`src/rtl/water_level_pump_controller_if.sv`:
```
// ----------------------------------------------------------------------------
// water_level_pump_controller_if
// Groups the probe inputs, the operator acknowledge and the controller's
// status outputs into one bundle.
//   master : the tank side / operator panel (drives probes and acknowledge)
//   slave  : the pump controller (drives level code, pump, alarm and state)
// Signals
//   probe_low/mid/high  raw level probes, 1 = submerged, asynchronous to clk
//   alarm_ack           operator acknowledge, level-sensitive
//   lvl[1:0]            level code: 00 empty, 01 low, 10 mid, 11 full
//   pump_on             pump enable
//   alarm               fault indicator
//   state[1:0]          controller state: 00 IDLE, 01 FILLING, 10 FAULT
// ----------------------------------------------------------------------------
interface water_level_pump_controller_if;
   logic       probe_low;
   logic       probe_mid;
   logic       probe_high;
   logic       alarm_ack;
   logic [1:0] lvl;
   logic       pump_on;
   logic       alarm;
   logic [1:0] state;

   modport master (
      output probe_low,
      output probe_mid,
      output probe_high,
      output alarm_ack,
      input  lvl,
      input  pump_on,
      input  alarm,
      input  state
   );

   modport slave (
      input  probe_low,
      input  probe_mid,
      input  probe_high,
      input  alarm_ack,
      output lvl,
      output pump_on,
      output alarm,
      output state
   );
endinterface

```
`src/rtl/water_level_pump_controller.sv`:
```
// ----------------------------------------------------------------------------
// water_level_pump_controller
// Runs the tank fill pump from three raw level probes. Each probe passes
// through a two-flop synchroniser and a debounce filter; the filtered probes
// are encoded into a 2-bit level code. A Moore FSM (IDLE / FILLING / FAULT)
// drives the pump with hysteresis (fill from low up to full), a fill timeout
// without level progress, a minimum pump-off time and a latched alarm that
// needs an operator acknowledge with consistent probes to clear.
// Ports
//   clk    in  system clock, rising edge
//   rst_n  in  asynchronous active-low reset
//   bus    slave side of water_level_pump_controller_if
//          (probes and alarm_ack in; lvl, pump_on, alarm, state out)
// Parameters
//   DEBOUNCE_CYCLES  stable cycles before a probe change is accepted
//   FILL_TIMEOUT     max cycles in FILLING without a level increase
//   MIN_OFF          min cycles the pump stays off after it is switched off
//   CNT_W            counter width, must hold the largest of the above
// ----------------------------------------------------------------------------
module water_level_pump_controller #(
   parameter int DEBOUNCE_CYCLES = 16,
   parameter int FILL_TIMEOUT    = 1000,
   parameter int MIN_OFF         = 100,
   parameter int CNT_W           = 16
) (
   input  logic                           clk,
   input  logic                           rst_n,
   water_level_pump_controller_if.slave   bus
);

   typedef enum logic [1:0] {
      ST_IDLE    = 2'b00,
      ST_FILLING = 2'b01,
      ST_FAULT   = 2'b10
   } state_t;

   // ------------------------------------------------------------------------
   // Input path: synchroniser + debounce per probe, bit order {high,mid,low}
   // ------------------------------------------------------------------------
   logic [2:0] probe_raw;
   logic [2:0] filt_cur;
   logic [2:0] filt_next;

   assign probe_raw = {bus.probe_high, bus.probe_mid, bus.probe_low};

   genvar gi;
   generate
      for (gi = 0; gi < 3; gi++) begin : g_probe
         logic             sync1_reg;
         logic             sync2_reg;
         logic             filt_reg;
         logic             filt_bit_next;
         logic [CNT_W-1:0] cnt_reg;
         logic [CNT_W-1:0] cnt_next;

         // For a single bit, "synced value changed while differing" means it
         // went back to the filtered value, so equality alone clears the count.
         always_comb begin
            cnt_next      = cnt_reg;
            filt_bit_next = filt_reg;
            if (sync2_reg == filt_reg) begin
               cnt_next = '0;
            end else if (cnt_reg == CNT_W'(DEBOUNCE_CYCLES - 1)) begin
               filt_bit_next = sync2_reg;
               cnt_next      = '0;
            end else begin
               cnt_next = cnt_reg + 1'b1;
            end
         end

         always_ff @(posedge clk or negedge rst_n) begin
            if (!rst_n) begin
               sync1_reg <= 1'b0;
               sync2_reg <= 1'b0;
               filt_reg  <= 1'b0;
               cnt_reg   <= '0;
            end else begin
               sync1_reg <= probe_raw[gi];
               sync2_reg <= sync1_reg;
               filt_reg  <= filt_bit_next;
               cnt_reg   <= cnt_next;
            end
         end

         assign filt_cur[gi]  = filt_reg;
         assign filt_next[gi] = filt_bit_next;
      end
   endgenerate

   // ------------------------------------------------------------------------
   // Level encoding: returns {valid, code}. Probes must be submerged from the
   // bottom up; anything else is a wiring/probe fault.
   // ------------------------------------------------------------------------
   function automatic logic [2:0] encode_level(input logic [2:0] f);
      logic [2:0] r;
      case (f)
         3'b000:  r = 3'b1_00;
         3'b001:  r = 3'b1_01;
         3'b011:  r = 3'b1_10;
         3'b111:  r = 3'b1_11;
         default: r = 3'b0_00;
      endcase
      return r;
   endfunction

   logic [2:0] enc_cur;
   logic [2:0] enc_next;
   logic       inconsistent;
   logic [1:0] lvl_reg;
   logic [1:0] lvl_next;
   logic       lvl_inc;

   assign enc_cur      = encode_level(filt_cur);
   assign enc_next     = encode_level(filt_next);
   assign inconsistent = ~enc_cur[2];

   // lvl is loaded from the next filtered value so it moves on the same edge
   // as the filter; an invalid pattern leaves the last good code in place.
   always_comb begin
      lvl_next = lvl_reg;
      if (enc_next[2]) begin
         lvl_next = enc_next[1:0];
      end
   end

   assign lvl_inc = (lvl_next > lvl_reg);

   // ------------------------------------------------------------------------
   // Controller FSM
   // ------------------------------------------------------------------------
   state_t           state_reg;
   state_t           state_next;
   logic [CNT_W-1:0] fill_cnt_reg;
   logic [CNT_W-1:0] fill_cnt_next;
   logic [CNT_W-1:0] off_cnt_reg;
   logic [CNT_W-1:0] off_cnt_next;
   logic             pump_on_reg;
   logic             alarm_reg;
   logic             fill_timeout;

   assign fill_timeout = (fill_cnt_reg == CNT_W'(FILL_TIMEOUT - 1));

   always_comb begin
      state_next = state_reg;
      case (state_reg)
         ST_IDLE: begin
            if (inconsistent) begin
               state_next = ST_FAULT;
            end else if ((lvl_reg <= 2'b01) && (off_cnt_reg == '0)) begin
               state_next = ST_FILLING;
            end
         end
         ST_FILLING: begin
            // Timeout is checked before "full" so a timeout on the cycle the
            // tank tops out still raises the alarm.
            if (inconsistent) begin
               state_next = ST_FAULT;
            end else if (fill_timeout) begin
               state_next = ST_FAULT;
            end else if (lvl_reg == 2'b11) begin
               state_next = ST_IDLE;
            end
         end
         ST_FAULT: begin
            if (bus.alarm_ack && !inconsistent) begin
               state_next = ST_IDLE;
            end
         end
         default: state_next = ST_IDLE;
      endcase
   end

   // Min-off counter: reloaded whenever the pump is switched off or the alarm
   // is cleared, otherwise runs down (and saturates) while not filling.
   always_comb begin
      off_cnt_next = off_cnt_reg;
      if ((state_reg == ST_FILLING && state_next != ST_FILLING) ||
          (state_reg == ST_FAULT && state_next == ST_IDLE)) begin
         off_cnt_next = CNT_W'(MIN_OFF);
      end else if (state_reg != ST_FILLING && off_cnt_reg != '0) begin
         off_cnt_next = off_cnt_reg - 1'b1;
      end
   end

   // Fill counter measures time since entry or since the last level rise;
   // a falling level does not restart it.
   always_comb begin
      fill_cnt_next = fill_cnt_reg;
      if (state_next == ST_FILLING) begin
         if (state_reg != ST_FILLING || lvl_inc) begin
            fill_cnt_next = '0;
         end else begin
            fill_cnt_next = fill_cnt_reg + 1'b1;
         end
      end
   end

   always_ff @(posedge clk or negedge rst_n) begin
      if (!rst_n) begin
         state_reg    <= ST_IDLE;
         lvl_reg      <= 2'b00;
         fill_cnt_reg <= '0;
         off_cnt_reg  <= CNT_W'(MIN_OFF);
         pump_on_reg  <= 1'b0;
         alarm_reg    <= 1'b0;
      end else begin
         state_reg    <= state_next;
         lvl_reg      <= lvl_next;
         fill_cnt_reg <= fill_cnt_next;
         off_cnt_reg  <= off_cnt_next;
         pump_on_reg  <= (state_next == ST_FILLING);
         alarm_reg    <= (state_next == ST_FAULT);
      end
   end

   assign bus.lvl     = lvl_reg;
   assign bus.pump_on = pump_on_reg;
   assign bus.alarm   = alarm_reg;
   assign bus.state   = state_reg;

endmodule

```
`src/flat_wrapper.sv`:
```
// flat-port wrapper written by rule: the top's interface ports become plain ports
module water_level_pump_controller_flat 
#(
   parameter int DEBOUNCE_CYCLES = 16,
   parameter int FILL_TIMEOUT    = 1000,
   parameter int MIN_OFF         = 100,
   parameter int CNT_W           = 16
)
  (clk, rst_n, bus_probe_low, bus_probe_mid, bus_probe_high, bus_alarm_ack, bus_lvl, bus_pump_on, bus_alarm, bus_state);
  water_level_pump_controller_if bus_i ();
  input  logic clk;
  input  logic rst_n;
  input wire logic [$bits(bus_i.probe_low)-1:0] bus_probe_low;
  input wire logic [$bits(bus_i.probe_mid)-1:0] bus_probe_mid;
  input wire logic [$bits(bus_i.probe_high)-1:0] bus_probe_high;
  input wire logic [$bits(bus_i.alarm_ack)-1:0] bus_alarm_ack;
  output wire logic [$bits(bus_i.lvl)-1:0] bus_lvl;
  output wire logic [$bits(bus_i.pump_on)-1:0] bus_pump_on;
  output wire logic [$bits(bus_i.alarm)-1:0] bus_alarm;
  output wire logic [$bits(bus_i.state)-1:0] bus_state;
  assign bus_i.probe_low = bus_probe_low;
  assign bus_i.probe_mid = bus_probe_mid;
  assign bus_i.probe_high = bus_probe_high;
  assign bus_i.alarm_ack = bus_alarm_ack;
  assign bus_lvl = bus_i.lvl;
  assign bus_pump_on = bus_i.pump_on;
  assign bus_alarm = bus_i.alarm;
  assign bus_state = bus_i.state;
  water_level_pump_controller #(.DEBOUNCE_CYCLES(DEBOUNCE_CYCLES), .FILL_TIMEOUT(FILL_TIMEOUT), .MIN_OFF(MIN_OFF), .CNT_W(CNT_W)) u_core (.clk(clk), .rst_n(rst_n), .bus(bus_i));
endmodule
```
`config.mk`:
```
export PLATFORM = sky130hd
export DESIGN_NAME = water_level_pump_controller_flat
export DESIGN_NICKNAME = d
export VERILOG_FILES = /design/src/rtl/water_level_pump_controller_if.sv /design/src/rtl/water_level_pump_controller.sv /design/src/flat_wrapper.sv
export SDC_FILE = /design/constraint.sdc
export NUM_CORES = 1
export LEC_CHECK = 0
export CORE_ASPECT_RATIO = 1.1
export CORE_MARGIN = 2
export CORE_UTILIZATION = 62
export CTS_CLUSTER_SIZE = 12
export DETAILED_ROUTE_END_ITERATION = 8
export PLACE_DENSITY = 0.8
export SYNTH_ARGS = -nofsm -noshare
export SYNTH_HDL_FRONTEND = slang
export SYNTH_SLANG_ARGS = --single-unit
```
`constraint.sdc`:
```
create_clock -name clk -period 4.3 [get_ports clk]
set_input_delay 0.645 -clock clk [delete_from_list [all_inputs] [get_ports clk]]
set_output_delay 0.645 -clock clk [all_outputs]
set_load 0.02 [all_outputs]
```
======== After elaboration in Yosys (flattened, before gate mapping) ========
Index checks and enable logic that the tools add are counted.
word-level totals
  register bits after elaboration ......... 95
  bits of input ports ..................... 6
cells by class
  $add $sub $neg .......................... 5
  $lt $le $gt $ge ......................... 2
  eq/ne operators ......................... 20
  mux-type cells .......................... 25
  reductions and logical operators ........ 14
operators by type and width
  operator               number
  $mux 16                9
  $add 16x1->16 const B  4
  $eq 16x4->1 const B    3
  $pmux 3 s4             2
  $eq 16x10->1 const B   1
  $logic_not 16->1       1
  $reduce_bool 16->1     1
  $sub 16x1->16 const B  1
  $mux 2                 7
  $eq 2x2->1 const B     3
  $eq 3x1->1 const B     2
  $eq 3x2->1 const B     2
  $eq 3x3->1 const B     2
  $logic_not 3->1        2
  $mux 1                 6
  $pmux 2 s3             1
  $logic_and 1x1->1      5
  $eq 2x1->1 const B     2
  $logic_not 2->1        2
  $ne 2x1->1 const B     2
  $eq 1x1->1             3
  $gt 2x2->1             1
  $le 2x1->1 const B     1
  $logic_or 1x1->1       2
  $reduce_bool 2->1      1

======== Logic depth before layout (Yosys ltp) ========
Gate-level depths: netlist (run 1).
  depth after elaboration ................. 9
  depth in mapped cells ................... 14
  gate-level depth less buffers ........... 12

======== Least setup slack after synthesis (run 1) ========
OpenSTA, ideal clock, no wires.
  kind .................................... register to register
  start point ............................. register u_core.g_probe[1].cnt_reg[0]
  end point ............................... register u_core.fill_cnt_reg[12]
  setup time .............................. 121 ps
  data arrival time ....................... 2892 ps
  required time ........................... 4179 ps
  path slack .............................. 1287 ps
  cell stages (with the launch flop) ...... 15
  buffers on the path ..................... 2
  cell sequence ........................... dfrtp_1 > ha_1 > and3_1 > nand4_1 > mux2i_1 > inv_1 > o21a_1 > ha_1 > nor2b_1 > a2bb2oi_1 > nand2b_1 > clkbuf_1 > a21oi_1 > buf_2 > a22o_1
between the ends
  longest elaborated chain between the ends .. 9
  elaborated cells on any way between the ends .. 12
  classes of those cells .................. order compare (1); eq/ne (4); mux (5); reduce/logical (2)
RTL lines
  what                                      RTL line                            source
  start, declared                           water_level_pump_controller.sv:53   logic [CNT_W-1:0] cnt_reg;
  start signal, assigned                    water_level_pump_controller.sv:81   cnt_reg <= cnt_next;
  $eq 16x4->1 *                             water_level_pump_controller.sv:63   end else if (cnt_reg == CNT_W'(DEBOUNCE_CYCLES - 1)) begin
  $mux 1 *                                  water_level_pump_controller.sv:63
  $mux 1 *                                  water_level_pump_controller.sv:61   if (sync2_reg == filt_reg) begin
  net u_core.g_probe[1].filt_bit_next       water_level_pump_controller.sv:52   logic filt_bit_next;
  $eq 3x3->1, or another cell as far along  water_level_pump_controller.sv:96   case (f)
  $pmux 3 s4 *                              water_level_pump_controller.sv:96
  $mux 2 *                                  water_level_pump_controller.sv:121  if (enc_next[2]) begin
  net u_core.lvl_next[1]                    water_level_pump_controller.sv:110  logic [1:0] lvl_next;
  $gt 2x2->1 *                              water_level_pump_controller.sv:126  assign lvl_inc = (lvl_next > lvl_reg);
  $logic_or 1x1->1 *                        water_level_pump_controller.sv:190  if (state_reg != ST_FILLING || lvl_inc) begin
  $mux 16 *                                 water_level_pump_controller.sv:190
  end signal, assigned                      water_level_pump_controller.sv:209  fill_cnt_reg <= fill_cnt_next;
  end, declared                             water_level_pump_controller.sv:133  logic [CNT_W-1:0] fill_cnt_reg;
The timed path passes the listed nets; every way through them passes the cells marked *.
A chain may end at the register's enable or synchronous reset.

======== Worst setup path after layout (run 1) ========
Same ends and word-level chain as after synthesis.

==> results of run 1 <==
## final timing paths
path                       depth (start not counted)  slack [ps]                                       to                              startpoint
max                                               12         630      u_core.fill_cnt_reg[12]$_DFFE_PN0P_  u_core.g_probe[1].cnt_reg[0]$_DFF_PN0_
max in group asynchronous                          2        3090    u_core.g_probe[2].sync1_reg$_DFF_PN0_                                   rst_n
max reg2reg                                       12         630      u_core.fill_cnt_reg[12]$_DFFE_PN0P_  u_core.g_probe[1].cnt_reg[0]$_DFF_PN0_
min in group clk                                   0         360    u_core.g_probe[0].sync2_reg$_DFF_PN0_   u_core.g_probe[0].sync1_reg$_DFF_PN0_
min reg2reg                                        0         360    u_core.g_probe[0].sync2_reg$_DFF_PN0_   u_core.g_probe[0].sync1_reg$_DFF_PN0_
min                                                1         340  u_core.g_probe[0].cnt_reg[12]$_DFF_PN0_                                   rst_n
## power by group through the flow
stage	combinational, uW	sequential, uW	clock (uW)
2_1_floorplan	271	1090	0
3_3_place_gp	331	1100	0
3_5_place_dp	343	1110	0
4_1_cts	346	1090	673
5_1_grt	388	1110	712
6_report	341	1090	658
## cell type report
type | instances | area share
Tap cell | 105 | 0.0254
Multi-Input combinational cell | 347 | 0.434
Inverter | 19 | 0.0138
Timing Repair Buffer | 13 | 0.0237
Clock inverter | 7 | 0.0196
Clock buffer | 9 | 0.0239
Sequential cell | 95 | 0.460
## critical path: stages, from the launching register on
cell and delay, ps:
dfrtp_1 410, ha_1 240, and3_1 230, nand4_1 140, mux2i_1 390, inv_1 110
o21a_1 220, ha_1 280, nor2b_1 130, a2bb2oi_1 130, nand2b_1 310, a21oi_1 770
a22o_1 240
## logic make-up (layout without fill, tap and decap cells)
family,count (synthesis),count (layout)
simple gates,214,214
flops,95,95
compound gates,66,66
xor+xnor,56,56
buf+inv,32,48
fa+ha+maj,8,8
mux,3,3
## synth_stat cells, types with 11 or more instances
| cell type | instances | area, sq um |
|---|---|---|
| dfrtp_1 | 92 | 2300 |
| nor2_1 | 69 | 259 |
| xor2_1 | 29 | 254 |
| nand2_1 | 27 | 101 |
| xnor2_1 | 27 | 236 |
| nand3_1 | 25 | 125 |
| inv_1 | 19 | 71.3 |
| and3_1 | 17 | 106 |
| o22ai_1 | 14 | 87.6 |
| nor3_1 | 13 | 65.1 |
| a22o_1 | 12 | 105 |
| nand4_1 | 12 | 75.1 |
| nor4_1 | 12 | 75.1 |
| a21oi_1 | 11 | 55.1 |
## metrics by stage
step	hold slack [ps]	power, uW
CTS	366	2110
floorplan	331	1360
detailed placement	343	1450
finish	341	2090
global route	371	2200
global placement	334	1430
## placed cells by master, fill, tap and decap left out, types with 13 or more instances in the layout
cell type	instances
xor2_1	29
nor3_1	13
inv_1	19
and3_1	17
xnor2_1	27
nand2_1	27
dfrtp_1	92
o22ai_1	14
nor2_1	69
nand3_1	25
## layer usage
metal,wire length [microns],share of wire
met1,4110,0.47
met2,4230,0.48
met3,287,0.033
met4,154,0.018
met5,0,0
==> results by group, run 1 <==
Outcome
  • Status: complete, no violations

Clocking
  • Clock root buffer: clkbuf_8
  • Clk Latency, worst-skew pair: 370 ps
  • Htree depth: 3
  • Post-CTS Resized: 0
  • CTS Sinks: 95
  • TritonCTS Buffers: 9
  • CTS tree: done
  • Hold bufs inserted after CTS: 0
  • Postcts setup bufs: 0
  • Maximum root-to-sink buffer count: 2
  • CTS clk-pin slew, worst paths: 90 ps

Worst setup path
  • Crit path arrival time: 3970 ps
  • CP startpoint kind: register
  • Worst path required time: 4610 ps
  • CP max FO: 11
  • Crit Path Class: register to register
  • Worst setup EP type: register

Routing
  • Detailed-route wire length per cell: 14.8 microns
  • Final ANT Viol Nets: 0
  • Detailed Route Iter0 Violations: 200
  • Pre-antenna DRT Iters: 5
  • Via Count: 3498
  • Total Routed Length: 8790 microns
  • Remaining DRCs: 0
  • Vias per cell: 5.88

Cells and area
  • Inserted Diodes: 0
  • Register area: 2380 sq um
  • Area of the multi-input gates: 2250 sq um
  • # fillers: 568
  • Post-route cell area: 5180 sq um
  • Non-Filler Instances: 595
  • Area grow syn2layout: 8.38%
  • Fraction of layout cells with a size suffix above 1: 0.0694
  • Max reg flops: 48
  • Util after Layout: 0.693
  • Final nets: 499

Power
  • Pleak: 0.00227 uW
  • Sw Share: 0.290
  • Switch Pwr: 608 uW
  • PD cells: 404 nW/um^2
  • Clock power frac: 0.314
  • Max rail drop VDD: 0.377 mV
  • Int Pwr: 1490 uW
  • Comb pwr share: 0.163
  • Seq pwr share: 0.523

Yosys
  • Fraction of synthesized cell area in xor and xnor cells: 0.103
  • Netlist cell types: 55
  • Yosys warns: 0
  • Post-synth EDFFs: 0
  • #FFs+latches synth: 95
  • Main synth FF type: dfrtp_1
  • Largest family of logic cells by synthesized area: simple AND/OR/NAND/NOR gates
  • Synthesized Nets: 488
  • Share of synthesized flip-flops with an asynchronous set or reset: 1.00
  • Post-synthesis compound-gate area fraction: 0.0964
  • Cell Area, Synth: 4780 sq um
  • Adder-cell share of the synthesized area: 0.0210
  • Mux contribution to synthesized area: 0.00655
  • Register area share after synthesis: 0.498
  • Syn Area/Cell: 10.1 sq um
  • Synth Area in Simple Gates: 0.244
  • Gate Count Post-Synth: 474

Global route
  • Met2 Resource Use GR: 0.380
  • GR Util met3: 0.0532
  • GRT Overall Usage: 0.237
  • Overflow after GRT: 0
  • Met1 Track Usage GR: 0.319
  • Most Crowded Layer GR: met2
  • Vias in the first global route: 3359
  • Initial antenna violation count: 0
  • First-pass GRT wire length: 15500 microns
  • Pin count of the biggest net entering global routing: 67

Floorplan
  • Placeable Area: 7470 sq um
  • Initial Util: 0.639
  • I/O Pins: 12
  • Row count: 33
  • Die outline height: 96.1 microns
  • Die area: 8420 sq um
  • Chip width: 87.7 microns

Placed design
  • Post-place setup slack: 743 ps
  • Placed cell areas: 4950 sq um
  • HPWL after detailed placement: 5750 microns
  • RePlAce Congestion: 0.834
  • DP Cell Count: 579
  • Port Buffer Count: 11

STA
  • RSZ-0062 raised after global routing: false
  • Final setup vio count: 0
  • Final hold vios: 0
  • Minimum clock period: 3670 ps
  • Clock skew: 10.8 ps
  • FMAX: 273 MHz
  • Setup TNS: 0 ps
  • Final max-slew violation count: 0
  • Final worst slack: 634 ps
  • Worst Tran Pin Value: 895 ps
  • Final period util: 0.853
  • Worst relative slew slack: 0.403

Hold path
  • Min-Delay Path Class: primary input to async pin

Run
  • Max Cap Viol: 0
No activity file was read; power rests on OpenSTA's default activity.
==> run 2, diff against run 1 <==
- ABC_AREA: default -> 1
- CELL_PAD_IN_SITES_DETAIL_PLACEMENT: default -> 0
- CELL_PAD_IN_SITES_GLOBAL_PLACEMENT: default -> 1
- CORE_UTILIZATION: 62 -> 47
- PLACE_DENSITY: 0.8 -> default
- PLACE_DENSITY_LB_ADDON: default -> 0.1
==> run 2 against run 1 <==
Compared with the run above:
- highest routed layer unchanged
- largest power group unchanged
- total power grew 11%
- critical path type unchanged
- utilization is 17 points lower
- clock-buffer cell count is 2 higher
==> results by group, run 2 <==
Yosys
  • Most instantiated cells after synthesis: nand2_1, nor2_1, dfrtp_1
  • Synthesized Nets: 722 (+48%)
  • Largest family of logic cells by synthesized area: simple AND/OR/NAND/NOR gates
  • Netlist cell types: 38 (-31%)
  • Gate Count Post-Synth: 708 (+49%)
  • Mux contribution to synthesized area: 0 (-0.00655)
  • Cell Area, Synth: 5390 sq um (+13%)
  • Adder-cell share of the synthesized area: 0.0186 (-0.00237)
  • Main synth FF type: dfrtp_1
  • Count leader, synth: nand2_1
  • #FFs+latches synth: 95 (unchanged)
  • Fraction of synthesized cell area in xor and xnor cells: 0.0553 (-0.0474)
  • Share of synthesized flip-flops with an asynchronous set or reset: 1.00 (unchanged)
  • Post-synthesis compound-gate area fraction: 0.0623 (-0.0341)
  • Synth Area in Simple Gates: 0.352 (+0.109)
  • Post-synth EDFFs: 0 (unchanged)
  • Yosys warns: 0 (unchanged)
  • Synth top area share: 0.427 (-0.0545)
  • Area leader, netlist: dfrtp_1
  • Syn Area/Cell: 7.61 sq um (-25%)
  • Register area share after synthesis: 0.442 (-0.0564)
  • Top post-synthesis cells by area: dfrtp_1, nand2_1, nor2_1, nand3_1, inv_1

Clocking
  • Maximum root-to-sink buffer count: 2 (unchanged)
  • CTS Sinks: 95 (unchanged)
  • CTS clk-pin slew, worst paths: 70 ps (-20 ps)
  • TritonCTS Buffers: 9 (unchanged)
  • Postcts setup bufs: 0 (unchanged)
  • CTS tree: done
  • Post-CTS Resized: 0 (unchanged)
  • Clk Latency, worst-skew pair: 340 ps (-30 ps)
  • Hold bufs inserted after CTS: 0 (unchanged)
  • Htree depth: 3 (unchanged)
  • Clock root buffer: clkbuf_16

Worst setup path
  • CP startpoint kind: register
  • Reg2Reg Depth: 14 (+2)
  • Cell mode on critical path: nand2_1
  • Worst path required time: 4540 ps (-70 ps)
  • Critical path's top delay family: compound AO/OA/AOI/OAI gates
  • CP bufs+invs: 1 (unchanged)
  • Worst r2r src: u_core.g_probe[1].cnt_reg[0]$_DFF_PN0_
  • Worst-path cell chain: ha_1, nand3_2, nor2_1, nand2_1, nand2_1, nand2_1, nand2_1, a21boi_0, ha_1, inv_1, o21bai_1, a21oi_4, nand3_1, o21ai_0
  • Crit-path slowest cell: a21oi_4
  • Crit-path max cell delay: 410 ps (-360 ps)
  • Worst setup EP type: register
  • R2R setup slack: 1350 ps (+720 ps)
  • CP max FO: 16 (+5)
  • Crit Path Class: register to register
  • RR Endpoint: u_core.fill_cnt_reg[4]$_DFFE_PN0P_
  • Crit path arrival time: 3190 ps (-780 ps)

Floorplan
  • Placeable Area: 11300 sq um (+52%)
  • Row count: 41 (+24%)
  • I/O Pins: 12 (unchanged)
  • Die outline height: 116 microns (+21%)
  • Die area: 12300 sq um (+46%)
  • Initial Util: 0.475 (-0.164)
  • Chip width: 106 microns (+21%)

Routing
  • Final ANT Viol Nets: 0 (unchanged)
  • Vias per cell: 5.01 (-15%)
  • Pre-antenna DRT Iters: 4 (-1)
  • Total Routed Length: 11000 microns (+26%)
  • Via Count: 4382 (+25%)
  • Detailed-route wire length per cell: 12.6 microns (-15%)
  • Detailed Route Iter0 Violations: 187 (-6.5%)
  • Remaining DRCs: 0 (unchanged)

STA
  • FMAX: 339 MHz (+24%)
  • Final hold vios: 0 (unchanged)
  • Worst Tran Pin Value: 1030 ps (+135 ps)
  • Worst relative slew slack: 0.310 (-0.0928)
  • Clock skew: 6.05 ps (-4.79 ps)
  • Final setup vio count: 0 (unchanged)
  • Final max-slew violation count: 0 (unchanged)
  • Minimum clock period: 2950 ps (-717 ps)
  • Setup TNS: 0 ps (unchanged)
  • Final period util: 0.686 (-0.167)
  • RSZ-0062 raised after global routing: false

Global route
  • Overflow after GRT: 0 (unchanged)
  • GRT Overall Usage: 0.191 (-0.0455)
  • Initial antenna violation count: 0 (unchanged)
  • First-pass GRT wire length: 19000 microns (+22%)
  • Pin count of the biggest net entering global routing: 77 (+15%)
  • Vias in the first global route: 4184 (+25%)

Power
  • PD cells: 394 nW/um^2 (-2.6%)
  • Pleak: 0.00265 uW (+17%)
  • Max rail drop VDD: 0.296 mV (-22%)
  • Tot Pwr: 2330 uW (+11%)

Hold path
  • Min-Delay Path Class: register to register
  • Hold Path Stages: 0
  • Hold Crit Start: u_core.g_probe[1].sync1_reg$_DFF_PN0_
  • WHS Endpoint: u_core.g_probe[1].sync2_reg$_DFF_PN0_

Run
  • Max Cap Viol: 0 (unchanged)

Cells and area
  • Max reg flops: 48 (unchanged)
  • Util after Layout: 0.521 (-0.172)
  • Inserted Diodes: 0 (unchanged)
  • # fillers: 1099 (+93%)
  • Final nets: 733 (+47%)
  • Area of the multi-input gates: 2630 sq um (+17%)
  • Commonest cells after routing, fill and taps aside: nand2_1, nor2_1, dfrtp_1
  • Area grow syn2layout: 9.64%
  • Commonest non-fill, non-tap cell in the layout: nand2_1
  • Register area: 2380 sq um (unchanged)
  • Fraction of layout cells with a size suffix above 1: 0.0691 (-0.000327)
  • Post-route cell area: 5910 sq um (+14%)

Outcome
  • Status: complete, no violations

Placed design
  • Port Buffer Count: 11 (unchanged)
  • HPWL after detailed placement: 7760 microns (+35%)
  • RePlAce Congestion: 0.850 (+1.9%)
  • Placed cell areas: 5600 sq um (+13%)
-- run 2: routing by layer --
layer,GRT usage,part of all wire,vias to the layer above
met1,0.260,0.50,2032
met3,0.0262,0.018,11
met5,0,0,-
li1,-,-,2301
met2,0.317,0.46,38
met4,0.0684,0.015,0
-- run 2: per-stage QoR --
step / std cells / worst slack (ps) / hold slack, ps
CTS: 874 / 1390 / 352
finish: 874 / 1350 / 350
floorplan: 708 / 1850 / 331
global placement: 858 / 1600 / 335
global route: 874 / 1040 / 358
detailed placement: 858 / 1450 / 337
-- run 2: final cells by class --
type	instances	share of cell area
multi-input combinational	526	0.446
sequential	95	0.403
inverter	75	0.0477
clock buffer	11	0.0428
tap	150	0.0318
timing repair buffer	12	0.0195
clock inverter	5	0.00953
-- run 2: logic make-up after synthesis --
logic type / after synthesis
adder cells (fa/ha/maj): 8
XOR/XNOR: 34
AND/OR/NAND/NOR: 429
AO/OA/AOI/OAI: 55
buffers and inverters: 87
flip-flops: 95
-- run 2: power breakdown --
| part | internal (uW) | switching, uW |
|---|---|---|
| registers | 988 | 69.4 |
| clock network | 482 | 340 |
| logic | 149 | 298 |
-- run 2: worst max-delay path by stage --
stage                     cells past startpoint  slack (ps)                             endpoint                                   start
after floorplan                              15        1850   u_core.fill_cnt_reg[3]$_DFFE_PN0P_  u_core.g_probe[1].cnt_reg[0]$_DFF_PN0_
after global placement                       14        1600  u_core.fill_cnt_reg[12]$_DFFE_PN0P_  u_core.g_probe[1].cnt_reg[0]$_DFF_PN0_
after detailed placement                     14        1450   u_core.fill_cnt_reg[4]$_DFFE_PN0P_  u_core.g_probe[1].cnt_reg[0]$_DFF_PN0_
after CTS                                    14        1390   u_core.fill_cnt_reg[4]$_DFFE_PN0P_  u_core.g_probe[1].cnt_reg[0]$_DFF_PN0_
after global routing                         14        1040   u_core.fill_cnt_reg[1]$_DFFE_PN0P_  u_core.g_probe[1].cnt_reg[0]$_DFF_PN0_
final                                        14        1350   u_core.fill_cnt_reg[4]$_DFFE_PN0P_  u_core.g_probe[1].cnt_reg[0]$_DFF_PN0_
-- run 2: worst register-to-register path: cells and delay by family (launching register included) --
family                     cells  cell delay, ps
and+or+nand+nor                7             900
buffers and inverters          1              60
AOI/OAI and AO/OA              4            1000
adders and majority gates      2             520
DFF                            1             370
==> run 3, diff against run 2 <==
- clock period: 4.3 -> 2.8 ns (I/O delays scaled with it)
==> run 3 against run 2 <==
Compared with the run above:
- clock power increased by 56%
- first-iteration DRC count increased by 36%
- via count increased by 0.66%
- clock skew about the same
- final area increased by 1.5%
- setup slack got worse by 1100 ps
- total power increased by 55%
- largest cell class unchanged
==> results by group, run 3 (synthesis gave the netlist of run 2 again) <==
STA
  • Final period util: 0.895 (+0.210)
  • RSZ-0062 raised after global routing: false
  • Hold slack final: 71.6 ps (-279 ps)
  • Setup TNS: 0 ps (unchanged)
  • Final hold vios: 0 (unchanged)
  • FMAX: 399 MHz (+18%)
  • Final setup vio count: 0 (unchanged)
  • Worst relative slew slack: 0.283 (-0.0273)
  • Minimum clock period: 2510 ps (-442 ps)
  • Worst Tran Pin Value: 1070 ps (+40.8 ps)
  • Final max-slew violation count: 0 (unchanged)
  • Clock skew: 6.13 ps (+0.0803 ps)

Run
  • Max Cap Viol: 0 (unchanged)

Worst setup path
  • Crit-path slowest cell: dfrtp_1
  • Crit Path Class: register to register
  • Crit-path max cell delay: 370 ps (-40 ps)
  • Worst setup EP type: register
  • CP startpoint kind: register
  • Worst-path cell chain: ha_1, nand3_2, nor2_4, nand2_1, nand2_1, nand2_1, nand2_1, a21boi_2, ha_1, inv_1, o21bai_1, a21oi_4, buf_12, nand2_1, o21ai_0
  • Critical path's top delay family: simple AND/OR/NAND/NOR gates
  • CP max FO: 16 (unchanged)
  • Worst path required time: 3060 ps (-1480 ps)
  • Crit path arrival time: 2770 ps (-420 ps)
  • CP bufs+invs: 2 (+1)
  • Cell mode on critical path: nand2_1

Routing
  • Pre-antenna DRT Iters: 5 (+1)
  • Detailed-route wire length per cell: 12.7 microns (+0.38%)
  • Detailed Route Iter0 Violations: 254 (+36%)
  • Total Routed Length: 11100 microns (+0.73%)
  • Via Count: 4411 (+0.66%)
  • Remaining DRCs: 0 (unchanged)
  • Final ANT Viol Nets: 0 (unchanged)
  • Vias per cell: 5.03 (+0.32%)

Cells and area
  • Commonest non-fill, non-tap cell in the layout: nand2_1
  • Commonest cells after routing, fill and taps aside: nand2_1, nor2_1, dfrtp_1
  • Max reg flops: 48 (unchanged)
  • Fraction of layout cells with a size suffix above 1: 0.0798 (+0.0107)
  • Final nets: 736 (+0.41%)
  • Inserted Diodes: 0 (unchanged)
  • Non-Filler Instances: 877 (+0.34%)
  • Area grow syn2layout: 11.3%

Global route
  • Pin count of the biggest net entering global routing: 56 (-27%)
  • First-pass GRT wire length: 19500 microns (+2.6%)
  • Vias in the first global route: 4183 (-0.024%)
  • Initial antenna violation count: 0 (unchanged)
  • GRT Overall Usage: 0.197 (+0.00545)
  • Overflow after GRT: 0 (unchanged)

Floorplan
  • I/O Pins: 12 (unchanged)
  • Initial Util: 0.475 (unchanged)
  • Placeable Area: 11300 sq um (unchanged)
  • Chip width: 106 microns (unchanged)
  • Die outline height: 116 microns (unchanged)
  • Die area: 12300 sq um (unchanged)
  • Row count: 41 (unchanged)

Power
  • PD cells: 602 nW/um^2 (+53%)
  • Pleak: 0.00268 uW (+0.97%)
  • Max rail drop VDD: 0.419 mV (+42%)

Placed design
  • DP Cell Count: 861 (+0.35%)
  • HPWL after detailed placement: 7820 microns (+0.68%)
  • RePlAce Congestion: 0.817 (-3.9%)
  • Port Buffer Count: 11 (unchanged)

Clocking
  • Clock root buffer: clkbuf_16
  • TritonCTS Buffers: 9 (unchanged)
  • Htree depth: 3 (unchanged)
  • CTS clk-pin slew, worst paths: 70 ps (about the same)
  • CTS Sinks: 95 (unchanged)
  • Clk Latency, worst-skew pair: 350 ps (about the same)
  • CTS tree: done
  • Maximum root-to-sink buffer count: 2 (unchanged)
  • Postcts setup bufs: 0 (unchanged)

Outcome
  • Status: complete, no violations

Hold path
  • Min-Delay Path Class: primary input to async pin
run 3: area by class of cell:
type / instances / area (sq um)
fill: 1101 / 5340
multi-input combinational: 526 / 2660
sequential: 95 / 2380
inverter: 75 / 282
clock buffer: 11 / 253
tap: 150 / 188
timing repair buffer: 15 / 175
clock inverter: 5 / 56.3
run 3: worst register-to-register path: stages, from the launching register on:
cell and delay (ps):
dfrtp_1 370, ha_1 210, nand3_2 160, nor2_4 160, nand2_1 90, nand2_1 80, nand2_1 70, nand2_1 130
a21boi_2 200, ha_1 260, inv_1 60, o21bai_1 90, a21oi_4 160, buf_12 160, nand2_1 60, o21ai_0 170
run 3: final timing paths:
path / to / from / slack (ps) / cells past startpoint
max in group asynchronous: u_core.g_probe[0].cnt_reg[15]$_DFF_PN0_ / rst_n / 2040 / 2
setup reg to reg: u_core.fill_cnt_reg[11]$_DFFE_PN0P_ / u_core.g_probe[2].cnt_reg[0]$_DFF_PN0_ / 290 / 15
hold reg to reg: u_core.g_probe[2].sync2_reg$_DFF_PN0_ / u_core.g_probe[2].sync1_reg$_DFF_PN0_ / 350 / 0
setup / recovery: u_core.fill_cnt_reg[11]$_DFFE_PN0P_ / u_core.g_probe[2].cnt_reg[0]$_DFF_PN0_ / 290 / 15
min in group clk: u_core.g_probe[2].sync2_reg$_DFF_PN0_ / u_core.g_probe[2].sync1_reg$_DFF_PN0_ / 350 / 0
hold / removal: u_core.g_probe[2].cnt_reg[7]$_DFF_PN0_ / rst_n / 70 / 1
run 3: through the flow:
step	power (uW)	instance area, sq um	util	setup WS (ps)
global placement	2340	5660	0.499	298
finish	3610	6000	0.529	293
floorplan	2180	5390	-	349
detailed placement	2360	5660	0.499	109
CTS	3660	5970	0.526	114
global route	3850	6000	0.529	7.99
run 3: timing repair:
item | CTS | global route
resized for setup | 0 | 10
endpoints found under the setup margin | 0 | 16
hold buffers | 0 | 0
run 3: power breakdown:
part           internal [uW]  total, uW  switching (uW)
Sequential              1520       1620             104
Clock                    740       1280             536
Combinational            252        711             459
Total                   2510       3610            1100
run 3: layer usage:
metal,track usage,vias to the layer above,share of wire
met1,0.266,2046,0.50
met4,0.0798,0,0.017
met3,0.0313,12,0.023
li1,-,2312,-
met2,0.318,41,0.46
met5,0,-,0
